**config.mk**
```make
export PLATFORM = sky130hd
export DESIGN_NAME = uart_baud_gen_mc
export DESIGN_NICKNAME = d
export VERILOG_FILES = /design/src/rtl/uart_baud_gen_mc.sv
export SDC_FILE = /design/constraint.sdc
export NUM_CORES = 1
export LEC_CHECK = 0
export CAP_MARGIN = 25
export CORE_MARGIN = 4
export CORE_UTILIZATION = 35
export DETAILED_ROUTE_END_ITERATION = 6
export PLACE_DENSITY_LB_ADDON = 0.08
export SLEW_MARGIN = 20
export SYNTH_ARGS = -nofsm -noshare
export SYNTH_HDL_FRONTEND = slang
export SYNTH_SLANG_ARGS = --single-unit
```
**constraint.sdc**
```tcl
create_clock -name clk -period 2.45 [get_ports clk]
set_input_delay 0.49 -clock clk [delete_from_list [all_inputs] [get_ports clk]]
set_output_delay 0.49 -clock clk [all_outputs]
set_load 0.03 [all_outputs]
```
**src/rtl/uart_baud_gen_mc.sv**
```systemverilog
// Multi-channel UART baud generator: per-channel integer + fractional
// divisor, oversample counter and shadowed runtime reconfiguration.
module uart_baud_gen_mc #(
    parameter int NUM_CH         = 2,
    parameter int CNT_W          = 13,
    parameter int FRAC_W         = 3,
    parameter int OVERSAMPLE     = 16,
    parameter int RESET_BAUD_VAL = 0
) (
    input  logic                       clk,
    input  logic                       reset,
    input  logic [NUM_CH-1:0]          enable,
    input  logic [NUM_CH-1:0]          cfg_load,
    input  logic [NUM_CH*CNT_W-1:0]    baud_val,
    input  logic [NUM_CH*FRAC_W-1:0]   baud_frac,
    output logic [NUM_CH-1:0]          baud_tick,
    output logic [NUM_CH-1:0]          xmit_tick
);

    localparam int OS_W = $clog2(OVERSAMPLE);
    localparam logic [OS_W-1:0] OS_LAST = OS_W'(OVERSAMPLE - 1);
    localparam logic [CNT_W-1:0] RST_VAL = CNT_W'(RESET_BAUD_VAL);

    for (genvar g = 0; g < NUM_CH; g++) begin : g_ch
        logic [CNT_W-1:0]  cnt_q, cnt_d;
        logic [CNT_W-1:0]  sh_val_q, sh_val_d;
        logic [FRAC_W-1:0] acc_q, acc_d;
        logic [FRAC_W-1:0] sh_frac_q, sh_frac_d;
        logic [OS_W-1:0]   os_q, os_d;
        logic              stretch_q, stretch_d;
        logic              bt_q, bt_d;
        logic              xt_q, xt_d;
        logic [FRAC_W:0]   sum;

        always_comb begin
            sum       = {1'b0, acc_q} + {1'b0, sh_frac_q};
            cnt_d     = cnt_q;
            acc_d     = acc_q;
            os_d      = os_q;
            stretch_d = stretch_q;
            bt_d      = 1'b0;
            xt_d      = 1'b0;
            sh_val_d  = sh_val_q;
            sh_frac_d = sh_frac_q;

            // Shadow capture is independent of enable; the count path
            // below only ever reads the old shadow values.
            if (cfg_load[g]) begin
                sh_val_d  = baud_val[g*CNT_W +: CNT_W];
                sh_frac_d = baud_frac[g*FRAC_W +: FRAC_W];
            end

            if (!enable[g]) begin
                cnt_d     = '0;
                acc_d     = '0;
                os_d      = '0;
                stretch_d = 1'b0;
            end else if (cnt_q == '0 && stretch_q) begin
                stretch_d = 1'b0;
            end else if (cnt_q == '0) begin
                bt_d      = 1'b1;
                cnt_d     = sh_val_q;
                acc_d     = sum[FRAC_W-1:0];
                stretch_d = sum[FRAC_W];
                xt_d      = (os_q == OS_LAST);
                os_d      = (os_q == OS_LAST) ? '0 : os_q + OS_W'(1);
            end else begin
                cnt_d = cnt_q - CNT_W'(1);
            end
        end

        always_ff @(posedge clk or posedge reset) begin
            if (reset) begin
                cnt_q     <= '0;
                acc_q     <= '0;
                os_q      <= '0;
                stretch_q <= 1'b0;
                bt_q      <= 1'b0;
                xt_q      <= 1'b0;
                sh_val_q  <= RST_VAL;
                sh_frac_q <= '0;
            end else begin
                cnt_q     <= cnt_d;
                acc_q     <= acc_d;
                os_q      <= os_d;
                stretch_q <= stretch_d;
                bt_q      <= bt_d;
                xt_q      <= xt_d;
                sh_val_q  <= sh_val_d;
                sh_frac_q <= sh_frac_d;
            end
        end

        assign baud_tick[g] = bt_q;
        assign xmit_tick[g] = xt_q;
    end

endmodule

```
-- Word-level counts from Yosys, hierarchy flattened
Cells that the tools add are included.
- flip-flop bits (word level): 78
- input port bits: 38
- output and inout bits: 4
- word-level logic and storage cells: 74
- add/subtract/negate cells: 6
- equality and inequality tests: 8
- multiplexer cells: 38
- reduce and logical (&&, ||, !) cells: 6
- operators with widths (kind ; number):
    two-way mux 13 bit ; 6
    two-way mux 4 bit ; 8
    zero test 13 bit ; 2
    subtractor 13 x 1 -> 13 bit, second input constant ; 2
    two-way mux 1 bit ; 18
    two-way mux 3 bit ; 6
    adder 3 x 3 -> 4 bit ; 2
    adder 4 x 1 -> 4 bit, second input constant ; 2
    == test 4 bit, second input constant ; 2
    inequality test 3 x 1 -> 1 bit, second input constant ; 2
    inequality test 2 x 1 -> 1 bit, second input constant ; 2
    inequality test 2 bit, second input constant ; 2
    AND reduction 2 bit ; 2
    logical AND 1 bit ; 2

-- Longest topological paths before layout
Gate-level depths: netlist of run 1.
- depth after elaboration: 5
- mapped depth: 8
- gate-level depth less buffers: 6

-- Least setup slack after synthesis of run 1
Ideal clock, no wire load.
- path kind: reg-to-reg
- from: register g_ch[0].cnt_q[7]
- to: register g_ch[0].os_q[2]
- library setup time: 78 ps
- data arrival time: 2142 ps
- required time: 2372 ps
- setup slack: 230 ps
- cell stages (with the launch flop): 6
- buffers on the path: 1
- period minus slack after synthesis: 2220 ps
- path through: dfrtp_1 or4_4 or4_4 buf_6 or4_1 a21oi_1
- cells in the longest elaborated chain, start to end: 4
- elaborated cells on any way between the ends: 5
- those cells by class: eq/ne: 2; reduce/logical: 3
- ends and longest elaborated chain (what ; line ; source):
    start, declared ; 25 ; logic [CNT_W-1:0] cnt_q, cnt_d;
    start signal, assigned ; 83 ; cnt_q <= cnt_d;
    zero test 13 bit * ; 58, 60 ;
    logical AND 1 bit ; 58 ; end else if (cnt_q == '0 && stretch_q) begin
    inequality test 2 bit (no line) ; -- ;
    AND reduction 2 bit (no line) * ; -- ;
    end signal, assigned ; 85 ; os_q <= os_d;
    end, declared ; 29 ; logic [OS_W-1:0] os_q, os_d;
Every way passes the cells marked *; elsewhere a longest branch is shown, timed or not.
A chain may end at the register's enable or synchronous reset.

-- Final worst setup path of run 1
- from: register g_ch[0].cnt_q[4]
- to: register g_ch[0].stretch_q
- cells in the longest elaborated chain, start to end: 4
- elaborated cells on any way between the ends: 5
- those cells by class: eq/ne: 1; mux: 2; reduce/logical: 2
- ends and longest elaborated chain (what ; line ; source):
    zero test 13 bit * ; 58, 60 ;
    logical AND 1 bit ; 58 ;
    two-way mux 1 bit ; 58 ;
    two-way mux 1 bit ; 53 ; if (!enable[g]) begin
    end signal, assigned ; 86 ; stretch_q <= stretch_d;
    end, declared ; 30 ; logic stretch_q, stretch_d;
Marked as above.

==> results.toml, run 1 <==
[status]
status = "complete, no violations"

[floorplanning]
dieArea_sq_um = 12700
io_pins = 42
row_count = 37
start_util_pct = 36.5
core_area_sq_um = 10500
die_x_um = 113
die_y_um = 113

[place]
place.gp.congestion = 0.770
placed_cells = 515
portBuffers = 41
dp_hpwl_um = 5370

[logic_synthesis]
syn_avg_cell_area_sq_um = 11.1
synthDistinctLibCells = 42
syn-num-nets = 399
yosysSeqAreaShare_pct = 50.9
ys_ff_latch = 78
ys_async_sr_fraction_pct = 100
netlist_area_sq_um = 3830
yosys_warnings = 0
synth_edf_count = 0
syn_inst = 347
synthFlopType = "dfrtp_1"

[finish]
areaGrowthSynthToFinish_pct = 21.3
layout_commonest_cell = "dfrtp_1"
instances_no_fill = 531
diodes = 0
drive_above_1_share_pct = 17.2
final_cell_mix = "dfrtp_1 (78), clkdlybuf4s50_1 (41), mux2_2 (32), nor2_1 (32), a211oi_1 (28)"
final_nets = 442

[critical_path]
path_max_fanout = 12
crit_buf_inv = 1
critPathSlowestCell = "or4_4"
worst-setup-path-type = "reg2reg"
path_cells = "or4_4 > or4_4 > buf_4 > or3_1 > a21oi_1"
critical_path_arrival_ns = 2.60
critPathCaptureType = "flop"
startpoint_type = "flop"
path_delay_family = "simple AND/OR/NAND/NOR gates"
r2r_end = "g_ch[0].stretch_q$_DFFE_PP0P_"
rrSetupSlack_ns = 0.13
rr_startpoint = "g_ch[0].cnt_q[4]$_DFFE_PP0P_"
cp_slowest_stage_delay_ns = 0.58
reg2reg_depth = 5
crit_required_ns = 2.73
cp_common_cell = "or4_4"

[clocking]
clkTransAtPathRegs_ns = 0.08
ctsResizeCount = 0
clock_latency_ns = 0.36
cts_sinks = 78
cts_buffers = 9
holdBufCountCts = 0
cts_setup_buffers = 0
htreeDepth = 3
cts-root-buf = "clkbuf_8"
tritoncts = "yes"
cts_buffer_depth = 2

[routing]
num_vias = 2686
routedWlPerCell_um = 14.3
avgViaCountPerCell = 5.06
dr.pass1.iters = 4
ant_nets = 0
drt-initial-drc-count = 118
drt_wl_total_um = 7600
drcViolationCount = 0

[timing]
report.final.hold_viol_count = 0
tightest_slew_ns = 0.589
slew-limit-headroom_pct = 60.6
fmax_ghz = 0.432
min_period_ns = 2.32
drv_slew = 0
setup_tns_ns = 0
setup_viol = 0
period_share_pct = 94.5
fin_skew_ns = 0.0153
rsz0062_at_grt = "no"

[pwr]
power_density_nw_per_um2 = 996
p_leak_nw = 1.96
ir_drop_uv = 439

[min_path]
min_to = "g_ch[1].sh_val_q[0]$_DFFE_PP0P_"
hold_depth = 1
hp-start = "g_ch[1].sh_val_q[0]$_DFFE_PP0P_"
holdCritPathClass = "reg2reg"

[job]
cap_violations = 0

[grt]
overflow = 0
antenna_found_initial = 0
grt_start_max_net_pins = 34
grt_usage_pct = 12.8
grt_first_pass_wirelength_um = 13200
grt_pass1_vias = 2846
metal layers:
metal / wire length, um / track usage, % / up-vias
met3: 256 / 3.94 / 10
met1: 3420 / 15.4 / 1319
met2: 3810 / 21.6 / 29
li1: - / - / 1328
met4: 115 / 4.49 / 0
met5: 0 / 0 / -
report_power, final:
group          switching [W]  internal, W
Combinational       0.000898     0.000861
Clock               0.000480     0.000572
Sequential          0.000259      0.00156
Total                0.00164      0.00300
cell families (layout without fill, tap and decap cells):
group	after synthesis	in the layout	share of synthesized area, %
and+or+nand+nor	102	102	14.1
xor gates and xnor gates	22	22	5.02
DFF	78	78	50.9
adders and majority gates	14	14	4.96
AOI/OAI and AO/OA	59	59	10.4
buffers and inverters	36	84	4.14
muxes	36	36	10.4
how the worst max path moves through the flow:
stage               cells past startpoint                          from  slack [ns]                             to
floorplan                               5  g_ch[0].cnt_q[7]$_DFFE_PP0P_        0.23    g_ch[0].os_q[2]$_DFFE_PP0P_
global placement                        4  g_ch[0].cnt_q[7]$_DFFE_PP0P_        0.15    g_ch[0].os_q[3]$_DFFE_PP0P_
detailed placement                      4  g_ch[0].cnt_q[7]$_DFFE_PP0P_        0.11    g_ch[0].os_q[3]$_DFFE_PP0P_
CTS                                     5  g_ch[0].cnt_q[7]$_DFFE_PP0P_        0.11  g_ch[0].stretch_q$_DFFE_PP0P_
global route                            7  g_ch[0].cnt_q[0]$_DFFE_PP0P_       0.006  g_ch[0].stretch_q$_DFFE_PP0P_
finish                                  5  g_ch[0].cnt_q[4]$_DFFE_PP0P_        0.13  g_ch[0].stretch_q$_DFFE_PP0P_
sequential cells by signal, summed over array words and instances, names as in the netlist:
signal	count
g_ch.cnt_q	26
g_ch.sh_val_q	26
g_ch.os_q	8
g_ch.bt_q	2
g_ch.xt_q	2
g_ch.sh_frac_q	6
g_ch.acc_q	6
g_ch.stretch_q	2
area by class of cell:
type | count | area, sq um
Clock buffer | 10 | 128
Clock inverter | 6 | 86.3
Fill cell | 1018 | 5860
Inverter | 13 | 52.6
Multi-Input combinational cell | 233 | 1720
Sequential cell | 78 | 1950
Tap cell | 136 | 170
Timing Repair Buffer | 55 | 541
Yosys cell counts (all sizes together) (3+ instances only):
cell type | count | area (sq um)
or3 | 6 | 37.5
nor2 | 32 | 120
o31ai | 3 | 22.5
ha | 12 | 150
a211oi | 28 | 210
a21oi | 14 | 70.1
xnor2 | 14 | 123
nor2b | 4 | 25.0
dfrtp | 78 | 1950
o21ai | 6 | 30.0
nand3 | 9 | 45.0
inv | 12 | 45.0
mux2 | 32 | 360
nand4 | 5 | 31.3
xor2 | 8 | 70.1
nand2 | 10 | 37.5
or4 | 7 | 63.8
nor3 | 13 | 65.1
nor4 | 6 | 37.5
buf | 7 | 50.0
mux2i | 4 | 40.0
clkbuf | 16 | 60.1
per-stage QoR:
step           power (W)  instance area (sq um)  utilization (%)  worst slack, ns  hold slack, ns
2_1_floorplan    0.00315                   3840                -            0.230           0.468
3_3_place_gp     0.00360                   4440             42.2            0.154           0.488
3_5_place_dp     0.00362                   4440             42.2            0.106           0.496
4_1_cts          0.00470                   4650             44.3            0.110           0.515
5_1_grt          0.00503                   4650             44.3          0.00554           0.529
6_report         0.00463                   4650             44.3            0.135           0.508
Note: power is estimated with default switching activity, not from simulation.
==> inputs of run 2 (changes only) <==
- clock period: 2.45 -> 2.75 ns (I/O delays scaled with it)
==> run 2 against run 1 <==
Compared with the run above: cell count fell by 0.38%; maximum frequency down 3.1%; count of clock-buffer cells in the layout is 5 higher; register-to-register slack gained 0.23 ns; critical path type unchanged; clock power fell by 22%; via count rose by 0.11%; first-iteration DRC count shrank 11%.
==> results.toml, run 2 (same netlist as run 1, synthesis figures left out) <==
[clocking]
ctsResizeCount = 0
cts_buffer_depth = 2
cts_buffers = 9
holdBufCountCts = 0
clock_latency_ns = 0.35
tritoncts = "yes"
cts-root-buf = "clkbuf_8"
clkTransAtPathRegs_ns = 0.07
htreeDepth = 3
cts_setup_buffers = 0
cts_sinks = 78

[finish]
diodes = 0
multi_input_comb_area_sq_um = 1720
num-fill-cells = 1025
reg_top3 = "g_ch.cnt_q (26), g_ch.sh_val_q (26), g_ch.os_q (8)"
layout_commonest_cell = "dfrtp_1"
areaGrowthSynthToFinish_pct = 20.3
drive_above_1_share_pct = 16.5
regArea_sq_um = 1950
final_cell_mix = "dfrtp_1 (78), clkdlybuf4s50_1 (41), mux2_2 (32), nor2_1 (32), a211oi_1 (28)"
final_nets = 441

[routing]
drt_wl_total_um = 7600
ant_nets = 0
drt-initial-drc-count = 105
avgViaCountPerCell = 5.08
routedWlPerCell_um = 14.4
drcViolationCount = 0
num_vias = 2689
dr.pass1.iters = 4

[timing]
tightest_slew_ns = 0.509
rsz0062_at_grt = "no"
drv_slew = 0
slew-limit-headroom_pct = 66.0
period_share_pct = 86.9
setup_tns_ns = 0
report.final.hold_viol_count = 0
setup_viol = 0
min_period_ns = 2.39
fin_skew_ns = 0.00496
fmax_ghz = 0.419

[pwr]
power_density_nw_per_um2 = 870
ir_drop_uv = 349
p_leak_nw = 1.95
pwr-share-clk_pct = 20.4
p_comb_share_pct = 39.0
seqPwrFrac_pct = 40.5
swShare_pct = 35.8
p_int_w = 0.00258
power_switching_w = 0.00144
power_w = 0.00401

[grt]
grt_start_max_net_pins = 37
overflow = 0
grt_pass1_vias = 2798
grt_usage_pct = 12.8
grt_first_pass_wirelength_um = 13000
antenna_found_initial = 0

[min_path]
hold_depth = 1
holdCritPathClass = "reg2reg"
min_to = "g_ch[1].sh_val_q[1]$_DFFE_PP0P_"
hp-start = "g_ch[1].sh_val_q[1]$_DFFE_PP0P_"

[critical_path]
reg2reg_depth = 4
rr_startpoint = "g_ch[0].cnt_q[7]$_DFFE_PP0P_"
worst-setup-path-type = "reg2reg"
critPathCaptureType = "flop"
rrSetupSlack_ns = 0.36
crit_required_ns = 3.03
critical_path_arrival_ns = 2.67
path_max_fanout = 18
startpoint_type = "flop"
r2r_end = "g_ch[0].os_q[3]$_DFFE_PP0P_"

[job]
cap_violations = 0

[floorplanning]
die_y_um = 113
die_x_um = 113
core_area_sq_um = 10500
row_count = 37
start_util_pct = 36.5
io_pins = 42
dieArea_sq_um = 12700

[status]
status = "complete, no violations"

[place]
portBuffers = 41
dp_hpwl_um = 5270
place.gp.congestion = 0.771
## run 2: changes by cell type in the layout (fill, tap and decap cells not counted), sizes merged
cell | before | now
clkinv | 4 | 1
inv | 11 | 12
clkinvlp | 2 | 0
clkbuf | 10 | 15
buf | 14 | 13
bufinv | 2 | 0
## run 2: area by class of cell
type,instances,area share [%]
sequential,78,42.3
tap,136,3.69
multi-input combinational,233,37.4
inverter,13,1.06
clock buffer,15,4.04
timing repair buffer,54,11.6
## run 2: routing by layer
layer | global-route usage [%] | vias up | share of wire [%]
met2 | 22.6 | 34 | 51
li1 | - | 1324 | -
met1 | 14.6 | 1318 | 44
met5 | 0 | - | 0
met4 | 4.57 | 0 | 1.4
met3 | 3.67 | 13 | 3.3
## run 2: worst max path at each step
stage	start	endpoint	slack, ns
2_1_floorplan	reset	g_ch[0].acc_q[0]$_DFFE_PP0P_	0.20
3_3_place_gp	g_ch[0].cnt_q[7]$_DFFE_PP0P_	g_ch[0].os_q[3]$_DFFE_PP0P_	0.41
3_5_place_dp	g_ch[0].cnt_q[7]$_DFFE_PP0P_	g_ch[0].os_q[3]$_DFFE_PP0P_	0.36
4_1_cts	g_ch[0].cnt_q[7]$_DFFE_PP0P_	g_ch[0].os_q[3]$_DFFE_PP0P_	0.36
5_1_grt	g_ch[1].cnt_q[0]$_DFFE_PP0P_	g_ch[1].acc_q[2]$_DFFE_PP0P_	0.19
6_report	g_ch[0].cnt_q[7]$_DFFE_PP0P_	g_ch[0].os_q[3]$_DFFE_PP0P_	0.36
## run 2: critical path, cell delays in order (launching register included)
cell	delay (ns)
dfrtp_1	0.43
or4_4	0.57
or4_4	0.65
or4_1	0.53
a21oi_1	0.15
## run 2: through the flow
step                      setup WS, ns  instances  hold WS (ns)  utilization, %  area [sq um]
after CTS                        0.363        529         0.511            43.9          4610
after global placement           0.407        514         0.487            42.1          4430
after floorplan                  0.205        347         0.468               -          3830
after detailed placement         0.355        514         0.493            42.1          4430
after global routing             0.185        529         0.517            43.9          4610
final                            0.361        529         0.503            43.9          4610
## run 2: power groups by stage
stage	sequential, W	combinational (W)	clock (W)
after floorplan	0.00158	0.00122	0
after global placement	0.00164	0.00156	0
after detailed placement	0.00165	0.00157	0
after CTS	0.00163	0.00159	0.000861
after global routing	0.00166	0.00178	0.000907
final	0.00163	0.00157	0.000820
